==> src/rtl/rr_dispatcher_pkg.sv <==
// Shared constants and helpers for the round-robin dispatcher.
package rr_dispatcher_pkg;

  localparam int unsigned DefaultN = 4;
  localparam int unsigned DefaultW = 8;
  localparam int unsigned PtrReset = 0;

  function automatic int unsigned sel_width(input int unsigned n);
    return (n <= 1) ? 1 : $clog2(n);
  endfunction

endpackage

==> src/rtl/rr_dispatch_slot.sv <==
// One-entry output buffer: holds a word until its consumer takes it.
module rr_dispatch_slot
  import rr_dispatcher_pkg::*;
#(
  parameter int unsigned W = DefaultW
) (
  input  logic         clk,
  input  logic         reset,
  input  logic         wr_en,
  input  logic [W-1:0] wr_data,
  input  logic         out_ready,
  output logic         can_accept,
  output logic         out_valid,
  output logic [W-1:0] out_bits
);

  logic         vld_q;
  logic [W-1:0] dat_q;

  // Free now, or the resident word leaves on this edge.
  assign can_accept = !vld_q || out_ready;
  assign out_valid  = vld_q && !reset;
  assign out_bits   = dat_q;

  always_ff @(posedge clk) begin
    if (reset) begin
      vld_q <= 1'b0;
      dat_q <= '0;
    end else if (wr_en) begin
      vld_q <= 1'b1;
      dat_q <= wr_data;
    end else if (vld_q && out_ready) begin
      vld_q <= 1'b0;
    end
  end

endmodule

==> src/rtl/rr_dispatcher.sv <==
// 1:N round-robin distributor feeding N one-entry output buffers.
module rr_dispatcher
  import rr_dispatcher_pkg::*;
#(
  parameter int unsigned N = DefaultN,
  parameter int unsigned W = DefaultW,
  localparam int unsigned SELW = sel_width(N)
) (
  input  logic                clk,
  input  logic                reset,
  input  logic                io_in_valid,
  output logic                io_in_ready,
  input  logic [W-1:0]        io_in_bits,
  output logic [N-1:0]        io_out_valid,
  input  logic [N-1:0]        io_out_ready,
  output logic [N-1:0][W-1:0] io_out_bits,
  output logic [SELW-1:0]     io_chosen
);

  logic [SELW-1:0] ptr_q;
  logic [N-1:0]    can;
  logic [N-1:0]    wr_en;
  logic            in_fire;
  logic            found;

  // Search ports above the last grant first, then wrap to the low ports.
  always_comb begin
    found     = 1'b0;
    io_chosen = SELW'(N - 1);
    for (int i = 0; i < N; i++) begin
      if (!found && (i > int'(ptr_q)) && can[i]) begin
        io_chosen = SELW'(i);
        found     = 1'b1;
      end
    end
    for (int i = 0; i < N; i++) begin
      if (!found && (i <= int'(ptr_q)) && can[i]) begin
        io_chosen = SELW'(i);
        found     = 1'b1;
      end
    end
  end

  assign io_in_ready = |can;
  assign in_fire     = io_in_valid && io_in_ready;

  always_ff @(posedge clk) begin
    if (reset) begin
      ptr_q <= SELW'(PtrReset);
    end else if (in_fire) begin
      ptr_q <= io_chosen;
    end
  end

  for (genvar g = 0; g < N; g++) begin : gen_slot
    assign wr_en[g] = in_fire && (io_chosen == SELW'(g));

    rr_dispatch_slot #(
      .W(W)
    ) u_slot (
      .clk       (clk),
      .reset     (reset),
      .wr_en     (wr_en[g]),
      .wr_data   (io_in_bits),
      .out_ready (io_out_ready[g]),
      .can_accept(can[g]),
      .out_valid (io_out_valid[g]),
      .out_bits  (io_out_bits[g])
    );
  end

endmodule
==> config.mk <==
export PLATFORM = sky130hd
export DESIGN_NAME = rr_dispatcher
export DESIGN_NICKNAME = d
export VERILOG_FILES = /design/src/rtl/rr_dispatcher_pkg.sv /design/src/rtl/rr_dispatch_slot.sv /design/src/rtl/rr_dispatcher.sv
export SDC_FILE = /design/constraint.sdc
export NUM_CORES = 1
export LEC_CHECK = 0
export CORE_UTILIZATION = 51
export CTS_BUF_LIST = sky130_fd_sc_hd__clkbuf_4 sky130_fd_sc_hd__clkbuf_8
export CTS_CLUSTER_DIAMETER = 100
export DETAILED_ROUTE_END_ITERATION = 8
export PLACE_DENSITY = 0.91
export SYNTH_ARGS = -nofsm -noshare
export SYNTH_HDL_FRONTEND = slang
export SYNTH_SLANG_ARGS = --single-unit
==> constraint.sdc <==
create_clock -name clk -period 2.8 [get_ports clk]
set_input_delay 0.84 -clock clk [delete_from_list [all_inputs] [get_ports clk]]
set_output_delay 0.84 -clock clk [all_outputs]
set_load 0.01 [all_outputs]
## After elaboration in Yosys (flattened, before gate mapping)

Cells that the tools add are included.
Widths: inputs -> output; s select.

| storage, ports and cells | value |
|---|---|
| output and inout bits | 39 |
| word-level logic and storage cells | 85 |
| input port bits | 15 |
| flip-flop bits (word level) | 38 |

| cells by class | value |
|---|---|
| reduce and logical (&&, ||, !) cells | 46 |
| $lt $le $gt $ge | 6 |
| equality and inequality tests | 3 |
| muxes and demuxes | 21 |

Operators with widths:

| operator | count |
|---|---|
| $logic_and 1x1->1 | 25 |
| $mux 1 | 14 |
| $mux 2 | 7 |
| $logic_not 1->1 | 11 |
| $reduce_bool 2->1 | 4 |
| $eq 2x2->1 const B | 2 |
| $gt 2x2->1 const A | 2 |
| $le 2x2->1 const A | 2 |
| $logic_or 1x1->1 | 4 |
| $reduce_or 4->1 | 1 |
| $eq 2x1->1 const B | 1 |
| $gt 1x2->1 const A | 1 |
| $le 1x2->1 const A | 1 |
| $logic_not 2->1 | 1 |

## Longest topological paths before layout

Gate-level depths: netlist of the first run.

| depth | value |
|---|---|
| depth in word-level cells | 30 |
| mapped depth | 7 |
| mapped depth without buffers | 5 |

## By module

From an unflattened synthesis of the first run, not the netlist that was laid out.

| second synthesis, totals | value |
|---|---|
| cell total of the unflattened synthesis | 153 |
| area, all modules | 1497.7 sq um |

Modules (own cells, without submodules):

| module | sequential area each (sq um) | cells each | area each (sq um) | instances |
|---|---|---|---|---|
| rr_dispatch_slot | 180.2 | 31 | 327.8 | 4 |
| rr_dispatcher | 40.0 | 29 | 186.4 | 1 |

## Worst setup path before layout of the first run

Ideal clock, no wire load.

| timing path | value |
|---|---|
| path type | in2out |
| from | input port io_out_ready[1] |
| to | output port io_chosen[0] |
| required time | 1.960 ns |
| setup slack | 0.400 ns |
| arrival | 1.560 ns |
| buffers on the path | 2 |
| cell stages on the path | 5 |
| cells stage by stage | nor2b_1 -> buf_4 -> o221ai_1 -> a22o_1 -> buf_2 |

| on the way | value |
|---|---|
| longest elaborated chain between the ends | 26 |
| elaborated cells between the ends (all ways) | 31 |
| classes of those cells | mux (12); reduce/logical (19) |

Ends and longest elaborated chain:

| item | line | RTL |
|---|---|---|
| start, declared | rr_dispatcher.sv:15 | `input logic [N-1:0] io_out_ready,` |
| $logic_or 1x1->1 (*) | rr_dispatch_slot.sv:21 | `assign can_accept = !vld_q \|\| out_ready;` |
| $logic_and 1x1->1 | rr_dispatcher.sv:31 | `if (!found && (i > int'(ptr_q)) && can[i]) begin` |
| $mux 1 | rr_dispatcher.sv:31 |  |
| $logic_not 1->1 | rr_dispatcher.sv:31 |  |
| $logic_and 1x1->1 (2 in series) | rr_dispatcher.sv:31 |  |
| $mux 1 | rr_dispatcher.sv:31 |  |
| $logic_not 1->1 | rr_dispatcher.sv:31 |  |
| $logic_and 1x1->1 (2 in series) | rr_dispatcher.sv:31 |  |
| [... 5 more ...] | n/a |  |
| $logic_and 1x1->1 (2 in series) | rr_dispatcher.sv:37 | `if (!found && (i <= int'(ptr_q)) && can[i]) begin` |
| $mux 1 | rr_dispatcher.sv:37 |  |
| $logic_not 1->1 | rr_dispatcher.sv:37 |  |
| $logic_and 1x1->1 (2 in series) | rr_dispatcher.sv:37 |  |
| $mux 1 | rr_dispatcher.sv:37 |  |
| $logic_not 1->1 | rr_dispatcher.sv:37 |  |
| $logic_and 1x1->1 (2 in series) | rr_dispatcher.sv:37 |  |
| $mux 2 (*) | rr_dispatcher.sv:37 |  |
| end, declared | rr_dispatcher.sv:17 | `output logic [SELW-1:0] io_chosen` |

Mark *: on every way between the ends. The rest lies on a longest branch, timed or not.

## Worst setup path in the final report of the first run

| timing path | value |
|---|---|
| from | input port io_out_ready[3] |
| to | output port io_chosen[0] |

| on the way | value |
|---|---|
| longest elaborated chain between the ends | 18 |
| elaborated cells between the ends (all ways) | 22 |
| classes of those cells | mux (9); reduce/logical (13) |

Ends and longest elaborated chain:

| item | line |
|---|---|
| $logic_or 1x1->1 (*) | rr_dispatch_slot.sv:21 |
| $logic_and 1x1->1 | rr_dispatcher.sv:31 |
| $mux 1 | rr_dispatcher.sv:31 |
| $logic_not 1->1 | rr_dispatcher.sv:37 |
| $logic_and 1x1->1 | rr_dispatcher.sv:37 |
| $mux 1 | rr_dispatcher.sv:37 |
| $logic_not 1->1 | rr_dispatcher.sv:37 |
| $logic_and 1x1->1 (2 in series) | rr_dispatcher.sv:37 |
| $mux 1 | rr_dispatcher.sv:37 |
| $logic_not 1->1 | rr_dispatcher.sv:37 |
| $logic_and 1x1->1 (2 in series) | rr_dispatcher.sv:37 |
| $mux 1 | rr_dispatcher.sv:37 |
| $logic_not 1->1 | rr_dispatcher.sv:37 |
| $logic_and 1x1->1 (2 in series) | rr_dispatcher.sv:37 |
| $mux 2 (*) | rr_dispatcher.sv:37 |

Marked as above.

==> flow_summary.toml, run 1 <==
[power_and_ir_drop]
max-vdd-ir-drop_mv = 0.318
p_comb_share_pct = 19.4
power_frac_clock_pct = 31.7
p_sw_mw = 0.299
pwr-share-seq_pct = 48.9
internal-power_mw = 0.903
total_power_mw = 1.20
p_leak_nw = 0.969
pwr_density_cell_mw_per_mm2 = 493
sw_frac_of_total_pct = 24.9

[global_routing]
grt_pass1_wl_um = 6390
grt-busiest-layer = "met2"
track_usage_pct = 25.1
grt.overflow.total = 0
use_met3_pct = 5.68
grtUsageMet2_pct = 39.8
globalRouteMet1Util_pct = 31.2
antenna_found_initial = 0
grt_pass1_vias = 1415
grt_max_degree = 34

[logic_synthesis]
yosys.area.top_type = "dfxtp_1"
avgSynthCellArea_um2 = 9.32
ys_warn_count = 0
synth_edf_count = 0
synth_area_leaders = "dfxtp_1 46%, mux2i_1 14%, nand2b_1 7.5%"
synth_top_area_share_pct = 45.6
synth_seq_area_share_pct = 45.6
synth_seq_cells = 38
ys_types = 30
synthCells = 179
syn_area_mm2 = 0.00167
synthArstFlopShare_pct = 0
synth-main-ff-cell = "dfxtp_1"
syn-num-nets = 194

[placed_design]
placed_cells_incl_taps = 277
place_area_mm2 = 0.00228
io_buffer_count = 53
dp_hpwl_um = 2720
gp_congestion = 0.954

[layout]
layout.cells.non_filler = 286
drive_gt1_share_pct = 16.9
fill_cells = 214
area_delta_synth_final_pct = 46.0
fin_area_mm2 = 0.00244
nets = 257
num_antenna_cells = 0
final_cell_mix = "45 x clkdlybuf4s50_1, 38 x dfxtp_1, 24 x mux2i_1"
final_common_cell = "clkdlybuf4s50_1"
post-route-util_pct = 79.2

[sta]
finalCriticalPeriod_ns = 2.76
relSlewSlack_pct = 61.7
finalClockSkew_ns = 0.00800
grt_setup_unrepaired = "no"
fmax_ghz = 0.362
tightest_slew_ns = 0.574
setup_violations = 0
finalCritPeriodShare_pct = 98.6
finalHoldViolations = 0
finalMaxSlewViolations = 0
finalSetupTns_ns = 0

[cts]
worst_skew_pair.late_latency_ns = 0.35
h-tree-depth = 2
cts_buffers = 5
cts_root_buf = "clkbuf_4"
clkTransAtPathRegs_ns = 0.11
postCtsHoldBufs = 0
cts_tree = "done"
clockBufferDepth = 2
cts.sink_count = 38

[floorplanning]
start_util_pct = 54.2
die_w_um = 59.2
rows = 20
chipHeight_um = 59.2
dieArea_mm2 = 0.00351
io_pins = 54
core_mm2 = 0.00308

[critical_path]
required_ns = 1.96
cp-startpoint = "io_out_ready[3]"
r2r_start = "gen_slot[3].u_slot.vld_q$_SDFFE_PP0P_"
arrival_ns = 1.92
cp_max_fo = 5
critPathKind = "in2out"
endpoint_kind = "primary output"
startpoint_type = "input pin"

[hold_path]
hold_start = "gen_slot[3].u_slot.out_bits[0]$_SDFFE_PP0P_"
hp-class = "reg2reg"

[job]
drv_cap = 0

[route]
dr_total_vias = 1467
viasPerCell = 5.13
drtIter0Drc = 54
avgRoutedWirePerCell_um = 14.0
ant_nets = 0
remaining_drc_errors = 0
drt-total-wl_um = 4000
drtPass1Iterations = 4

[status]
status = "finished, final reports clean"
-- metrics by stage --
| step | hold WS (ns) | setup slack, ns |
|---|---|---|
| floorplan | 0.489 | 0.400 |
| global placement | 0.463 | -0.401 |
| detailed placement | 0.466 | -0.445 |
| CTS | 0.484 | -0.145 |
| global route | 0.504 | 0.0212 |
| finish | 0.480 | 0.0399 |
-- repair_timing --
action | 4_1_cts | 5_1_grt
setup endpoints to repair | 7 | 3
resized for setup | 16 | 10
setup buffers | 1 | 1
pin swaps | 2 | 2
-- cell families after synthesis --
family	after synthesis	share of synthesized area, %
multiplexers	24	14.4
AO/OA/AOI/OAI	29	10.5
buffers and inverters	17	6.15
flip-flops	38	45.6
AND/OR/NAND/NOR	71	23.4
-- registers in the layout (all words and copies together) (netlist names) --
register	count
gen_slot.u_slot.vld_q	4
ptr_q	2
gen_slot.u_slot.out_bits	32
-- power groups by stage --
stage          combinational (mW)  sequential [mW]  clock [mW]
2_1_floorplan               0.110            0.605           0
3_3_place_gp                0.224            0.596           0
3_5_place_dp                0.227            0.597           0
4_1_cts                     0.229            0.586       0.385
5_1_grt                     0.250            0.591       0.410
6_report                    0.233            0.588       0.381
-- layer usage --
| layer | share of wire, % | wire length [um] |
|---|---|---|
| met5 | 0 | 0 |
| met2 | 46 | 1860 |
| met4 | 3.3 | 131 |
| met3 | 5.3 | 212 |
| met1 | 45 | 1800 |
-- cell usage after synthesis, types with 2 or more instances --
master and n:
a21oi_1 3, nor2_1 21, buf_4 5, o221ai_1 3, nand2_1 5, clkbuf_1 5
dfxtp_1 38, mux2i_1 24, or2_0 2, nand2b_1 20, o21ai_1 9, buf_6 2
buf_2 3, nor2b_1 14, o21ai_0 9, nor3_1 2
-- final cells by class --
type / count / area [um^2] / area share (%)
clock buffers: 6 / 51.3 / 2.10
well taps: 44 / 55.1 / 2.26
clock inverters: 1 / 30.0 / 1.23
flip-flops and latches: 38 / 761 / 31.2
inverters: 1 / 3.75 / 0.154
multi-input cells: 124 / 865 / 35.5
repair buffers: 72 / 672 / 27.6
-- worst paths after layout --
| kind | slack, ns | depth (start not counted) | end |
|---|---|---|---|
| setup / recovery | 0.04 | 5 | io_chosen[0] |
| setup reg to reg | 0.77 | 6 | gen_slot[2].u_slot.out_bits[7]$_SDFFE_PP0P_ |
| hold reg to reg | 0.48 | 2 | gen_slot[3].u_slot.out_bits[0]$_SDFFE_PP0P_ |
| hold / removal | 0.48 | 2 | gen_slot[3].u_slot.out_bits[0]$_SDFFE_PP0P_ |
-- critical path: stages --
cell and delay [ns]:
dlygate4sd2_1 0.29, nor2b_4 0.21, o221ai_1 0.18, a22o_1 0.25
buf_2 0.14
No activity file was read; power rests on OpenSTA's default activity.
==> inputs of run 2 (changes only) <==
--- a/config.mk
+++ b/config.mk
@@ -7,8 +7,8 @@
 export LEC_CHECK = 0
 export CORE_UTILIZATION = 51
 export CTS_BUF_LIST = sky130_fd_sc_hd__clkbuf_4 sky130_fd_sc_hd__clkbuf_8
-export CTS_CLUSTER_DIAMETER = 100
 export DETAILED_ROUTE_END_ITERATION = 8
+export MAX_ROUTING_LAYER = met4
 export PLACE_DENSITY = 0.91
 export SYNTH_ARGS = -nofsm -noshare
 export SYNTH_HDL_FRONTEND = slang
==> constraint.sdc (replaced) <==
create_clock -name clk -period 2.8 [get_ports clk]
set_input_delay 0.84 -clock clk [delete_from_list [all_inputs] [get_ports clk]]
set_output_delay 0.84 -clock clk [all_outputs]
set_load 0.1 [all_outputs]
==> run 2 against run 1 <==
Net effect:
- first-iteration DRC count rose by 9.3%
- worst setup slack improved by 0.019 ns
- power rose by 5.4%
- design area fell by 3.0%
- register-to-register slack improved by 0.08 ns
- critical path type unchanged
- critical endpoint is now io_out_valid[1]
- largest power group unchanged
- highest routed layer unchanged
==> flow_summary.toml, run 2 (synthesized netlist as in run 1, its figures left out) <==
[sta]
grt_setup_unrepaired = "no"
finalCritPeriodShare_pct = 97.9
relSlewSlack_pct = 64.5
worst_slack_ns = 0.0589
finalCriticalPeriod_ns = 2.74
finalHoldViolations = 0
finalMaxSlewViolations = 0
setup_violations = 0
fmax_ghz = 0.365
tightest_slew_ns = 0.532
holdWs_ns = 0.486
finalClockSkew_ns = 0.00736

[global_routing]
grt-busiest-layer = "met2"
antenna_found_initial = 0
grtUsageMet2_pct = 33.7
grt_pass1_wl_um = 5650
track_usage_pct = 22.4
grt.overflow.total = 0
grt_max_degree = 34
use_met3_pct = 4.80
globalRouteMet1Util_pct = 29.2
grt_pass1_vias = 1217

[power_and_ir_drop]
pwr_density_cell_mw_per_mm2 = 536
power_frac_clock_pct = 20.1
max-vdd-ir-drop_mv = 0.357
p_sw_mw = 0.478
sw_frac_of_total_pct = 37.7
internal-power_mw = 0.788
p_leak_nw = 1.03
pwr-share-seq_pct = 46.3
p_comb_share_pct = 33.6

[cts]
clkTransAtPathRegs_ns = 0.10
post-cts-setup-buffers = 0
cts_buffers = 5
h-tree-depth = 2
cts.sink_count = 38
postCtsHoldBufs = 0
worst_skew_pair.late_latency_ns = 0.34
cts_tree = "done"
cts_root_buf = "clkbuf_4"
clockBufferDepth = 2

[critical_path]
cp_max_fo = 7
required_ns = 1.96
endpoint_kind = "primary output"
crit_chain = "clkdlybuf4s50_1 -> nor2b_1 -> buf_12"
crit_slowest_cell = "clkdlybuf4s50_1"
startpoint_type = "input pin"
slowest_delay_ns = 0.57
critPathKind = "in2out"
arrival_ns = 1.90

[route]
ant_nets = 0
drt-total-wl_um = 3680
drtPass1Iterations = 4
viasPerCell = 4.96
dr_total_vias = 1415
drtIter0Drc = 59
avgRoutedWirePerCell_um = 12.9
remaining_drc_errors = 0

[layout]
seq_area_um2 = 761
num_antenna_cells = 0
largest_reg_flops = 32
area_delta_synth_final_pct = 41.7
post-route-util_pct = 76.8
final_cell_mix = "50 x buf_4, 38 x dfxtp_1, 24 x mux2i_1"
layout.cells.non_filler = 285
final_common_cell = "buf_4"
drive_gt1_share_pct = 31.1
fin_area_mm2 = 0.00236
fill_cells = 211
nets = 256
multi_input_area_um2 = 847

[placed_design]
preCtsSetupSlack_ns = -0.107
gp_congestion = 0.927
dp_hpwl_um = 2690
place_area_mm2 = 0.00229
io_buffer_count = 53
placed_cells_incl_taps = 278

[floorplanning]
chipHeight_um = 59.2
rows = 20
start_util_pct = 54.2
core_mm2 = 0.00308
io_pins = 54
die_w_um = 59.2
dieArea_mm2 = 0.00351

[status]
status = "finished, final reports clean"

[job]
drv_cap = 0

[hold_path]
hp-class = "reg2reg"
-- run 2: changes by cell type in the layout (fill, tap and decap cells not counted), moves of 2 or more --
cell	previous run	this run
clkdlybuf4s50_1	45	10
buf_4	19	50
buf_12	0	7
clkdlybuf4s15_2	2	0
clkinv_2	0	2
dlymetal6s2s_1	2	0
-- run 2: final timing paths --
kind / from / to / slack (ns) / cells after the start
worst max-delay path: reset / io_out_valid[1] / 0.06 / 3
worst min-delay path: gen_slot[3].u_slot.out_bits[0]$_SDFFE_PP0P_ / gen_slot[3].u_slot.out_bits[0]$_SDFFE_PP0P_ / 0.49 / 2
worst max register to register: gen_slot[1].u_slot.vld_q$_SDFFE_PP0P_ / gen_slot[2].u_slot.out_bits[7]$_SDFFE_PP0P_ / 0.85 / 7
worst min register to register: gen_slot[3].u_slot.out_bits[0]$_SDFFE_PP0P_ / gen_slot[3].u_slot.out_bits[0]$_SDFFE_PP0P_ / 0.49 / 2
-- run 2: repair_timing --
item                                    CTS  global route
endpoints found under the setup margin    3             1
pin swaps                                 3             1
cloned                                    0             0
resized for setup                         8             2
endpoints found under the hold margin     0             0
-- run 2: critical path, delay by kind of cell --
family	cells	cell delay [ns]
buffers and inverters	2	0.78
and+or+nand+nor	1	0.28
-- run 2: layer usage --
layer / wire [um] / up-vias
met5: 0 / -
met4: 66 / 0
met3: 177 / 8
met2: 1670 / 45
met1: 1770 / 642
li1: - / 720
-- run 2: final cells by class --
type                            count  share of cell area, %
Clock buffer                        5                   1.59
Clock inverter                      2                  0.423
Inverter                            1                  0.159
Multi-Input combinational cell    124                   35.8
Sequential cell                    38                   32.2
Tap cell                           44                   2.33
Timing Repair Buffer               71                   27.5
-- run 2: power groups by stage --
stage               logic, mW  clock network [mW]  registers, mW
finish                  0.426               0.255          0.586
global route            0.442               0.286          0.589
CTS                     0.425               0.265          0.586
detailed placement      0.425                   0          0.597
global placement        0.421                   0          0.597
floorplan               0.156                   0          0.749
-- run 2: per-stage QoR --
stage,total power [mW],TNS (ns)
floorplan,0.906,0
global placement,1.02,-0.418
detailed placement,1.02,-0.869
CTS,1.28,0
global route,1.32,0
finish,1.27,0
==> inputs of run 3 (changes only) <==
--- a/config.mk
+++ b/config.mk
@@ -10,6 +10,7 @@
 export DETAILED_ROUTE_END_ITERATION = 8
 export MAX_ROUTING_LAYER = met4
 export PLACE_DENSITY = 0.91
+export REMOVE_ABC_BUFFERS = 1
 export SYNTH_ARGS = -nofsm -noshare
 export SYNTH_HDL_FRONTEND = slang
 export SYNTH_SLANG_ARGS = --single-unit
==> run 3 against run 2 <==
Net effect:
- first-iteration DRC count shrank 32%
- sequential cell count is the same
- sequential power is essentially flat
- core utilization grew 0.93 points
- critical path type unchanged
==> flow_summary.toml, run 3 (synthesized netlist as in run 1, its figures left out) <==
[status]
status = "finished, final reports clean"

[hold_path]
hold_start = "gen_slot[3].u_slot.out_bits[2]$_SDFFE_PP0P_"
hp-class = "reg2reg"

[route]
dr_total_vias = 1431
top_layer_used = "met4"
met3_wirelength_um = 222
drtPass1Iterations = 4
ant_nets = 0
drtIter0Drc = 40
viasPerCell = 5.00
avgRoutedWirePerCell_um = 13.0
drt-total-wl_um = 3720
wl_met1_um = 1590
wl_met2_um = 1820
remaining_drc_errors = 0

[power_and_ir_drop]
p_comb_share_pct = 30.6
p_sw_mw = 0.488
power_frac_clock_pct = 27.4
sw_frac_of_total_pct = 34.9
max-vdd-ir-drop_mv = 0.530
p_leak_nw = 1.04
internal-power_mw = 0.908
total_power_mw = 1.40
pwr_density_cell_mw_per_mm2 = 583
pwr-share-seq_pct = 42.0

[global_routing]
grt_pass1_vias = 1315
antenna_found_initial = 0
grt_pass1_wl_um = 5830
grt.overflow.total = 0
grt_max_degree = 37
track_usage_pct = 23.4

[cts]
cts_tree = "done"
cts.sink_count = 38
worst_skew_pair.late_latency_ns = 0.34
clockBufferDepth = 2
clkTransAtPathRegs_ns = 0.11
cts_buffers = 5
postCtsHoldBufs = 0
cts_root_buf = "clkbuf_4"
h-tree-depth = 2

[sta]
worst_slack_ns = 0.0294
finalMaxSlewViolations = 0
fmax_ghz = 0.361
setup_violations = 0
relSlewSlack_pct = 62.2
finalHoldViolations = 0
finalCritPeriodShare_pct = 99.0
finalCriticalPeriod_ns = 2.77
grt_setup_unrepaired = "yes"
tightest_slew_ns = 0.567
finalClockSkew_ns = 0.00821

[critical_path]
required_ns = 1.96
cp-startpoint = "reset"
startpoint_type = "input pin"
r2r_start = "gen_slot[1].u_slot.vld_q$_SDFFE_PP0P_"
endpoint_kind = "primary output"
critPathKind = "in2out"
cp_max_fo = 8
arrival_ns = 1.93

[floorplanning]
rows = 20
chipHeight_um = 59.2
die_w_um = 59.2
start_util_pct = 54.2
io_pins = 54
dieArea_mm2 = 0.00351
core_mm2 = 0.00308

[job]
drv_cap = 0

[layout]
final_common_cell = "buf_4"
fin_area_mm2 = 0.00239
num_antenna_cells = 0
drive_gt1_share_pct = 31.8
area_delta_synth_final_pct = 43.4
seq_area_um2 = 761
post-route-util_pct = 77.8
fill_cells = 220
final_cell_mix = "49 x buf_4, 38 x dfxtp_1, 24 x mux2i_1"
multi_input_area_um2 = 837
nets = 256
largest_reg_flops = 32

[placed_design]
dp_hpwl_um = 2690
gp_congestion = 0.873
place_area_mm2 = 0.00228
preCtsSetupSlack_ns = -0.175
io_buffer_count = 53
## run 3: layout make-up
cell class / instances / area share (%)
Sequential cell: 38 / 31.8
Clock inverter: 1 / 1.25
Inverter: 1 / 0.157
Timing Repair Buffer: 71 / 27.3
Tap cell: 44 / 2.30
Clock buffer: 7 / 2.20
Multi-Input combinational cell: 124 / 35.0
## run 3: power by group through the flow
stage          clock [mW]  combinational, mW  sequential [mW]
3_3_place_gp            0              0.422            0.596
6_report            0.382              0.427            0.586
2_1_floorplan           0              0.136            0.749
5_1_grt             0.413              0.446            0.589
3_5_place_dp            0              0.425            0.597
4_1_cts             0.389              0.428            0.586
## run 3: final timing paths
check                                                endpoint  slack, ns  cells after the start
hold reg to reg   gen_slot[3].u_slot.out_bits[2]$_SDFFE_PP0P_       0.49                      2
hold / removal    gen_slot[3].u_slot.out_bits[2]$_SDFFE_PP0P_       0.49                      2
setup reg to reg  gen_slot[3].u_slot.out_bits[0]$_SDFFE_PP0P_       0.83                      7
setup / recovery                              io_out_valid[2]       0.03                      3
## run 3: per-layer routing
| metal | global-route usage [%] | vias to the layer above |
|---|---|---|
| li1 | - | 720 |
| met1 | 26.9 | 654 |
| met2 | 37.7 | 47 |
| met3 | 7.21 | 10 |
| met4 | 9.52 | 0 |
| met5 | - | - |
## run 3: critical path, cell delays in order
cell	delay, ns
clkdlybuf4s50_1	0.58
nor2b_1	0.29
buf_12	0.21
## run 3: repair_timing
item,4_1_cts,5_1_grt
buffers inserted,1,0
resized for setup,11,0
pin swaps,4,0
endpoints found under the setup margin,3,3
gates cloned,0,0
## run 3: per-stage QoR
step,hold WS [ns],setup TNS (ns),std cells
2_1_floorplan,0.483,-1.24,163
3_3_place_gp,0.464,-1.43,277
3_5_place_dp,0.473,-2.21,277
4_1_cts,0.495,0,286
5_1_grt,0.520,-0.0376,286
6_report,0.491,0,286
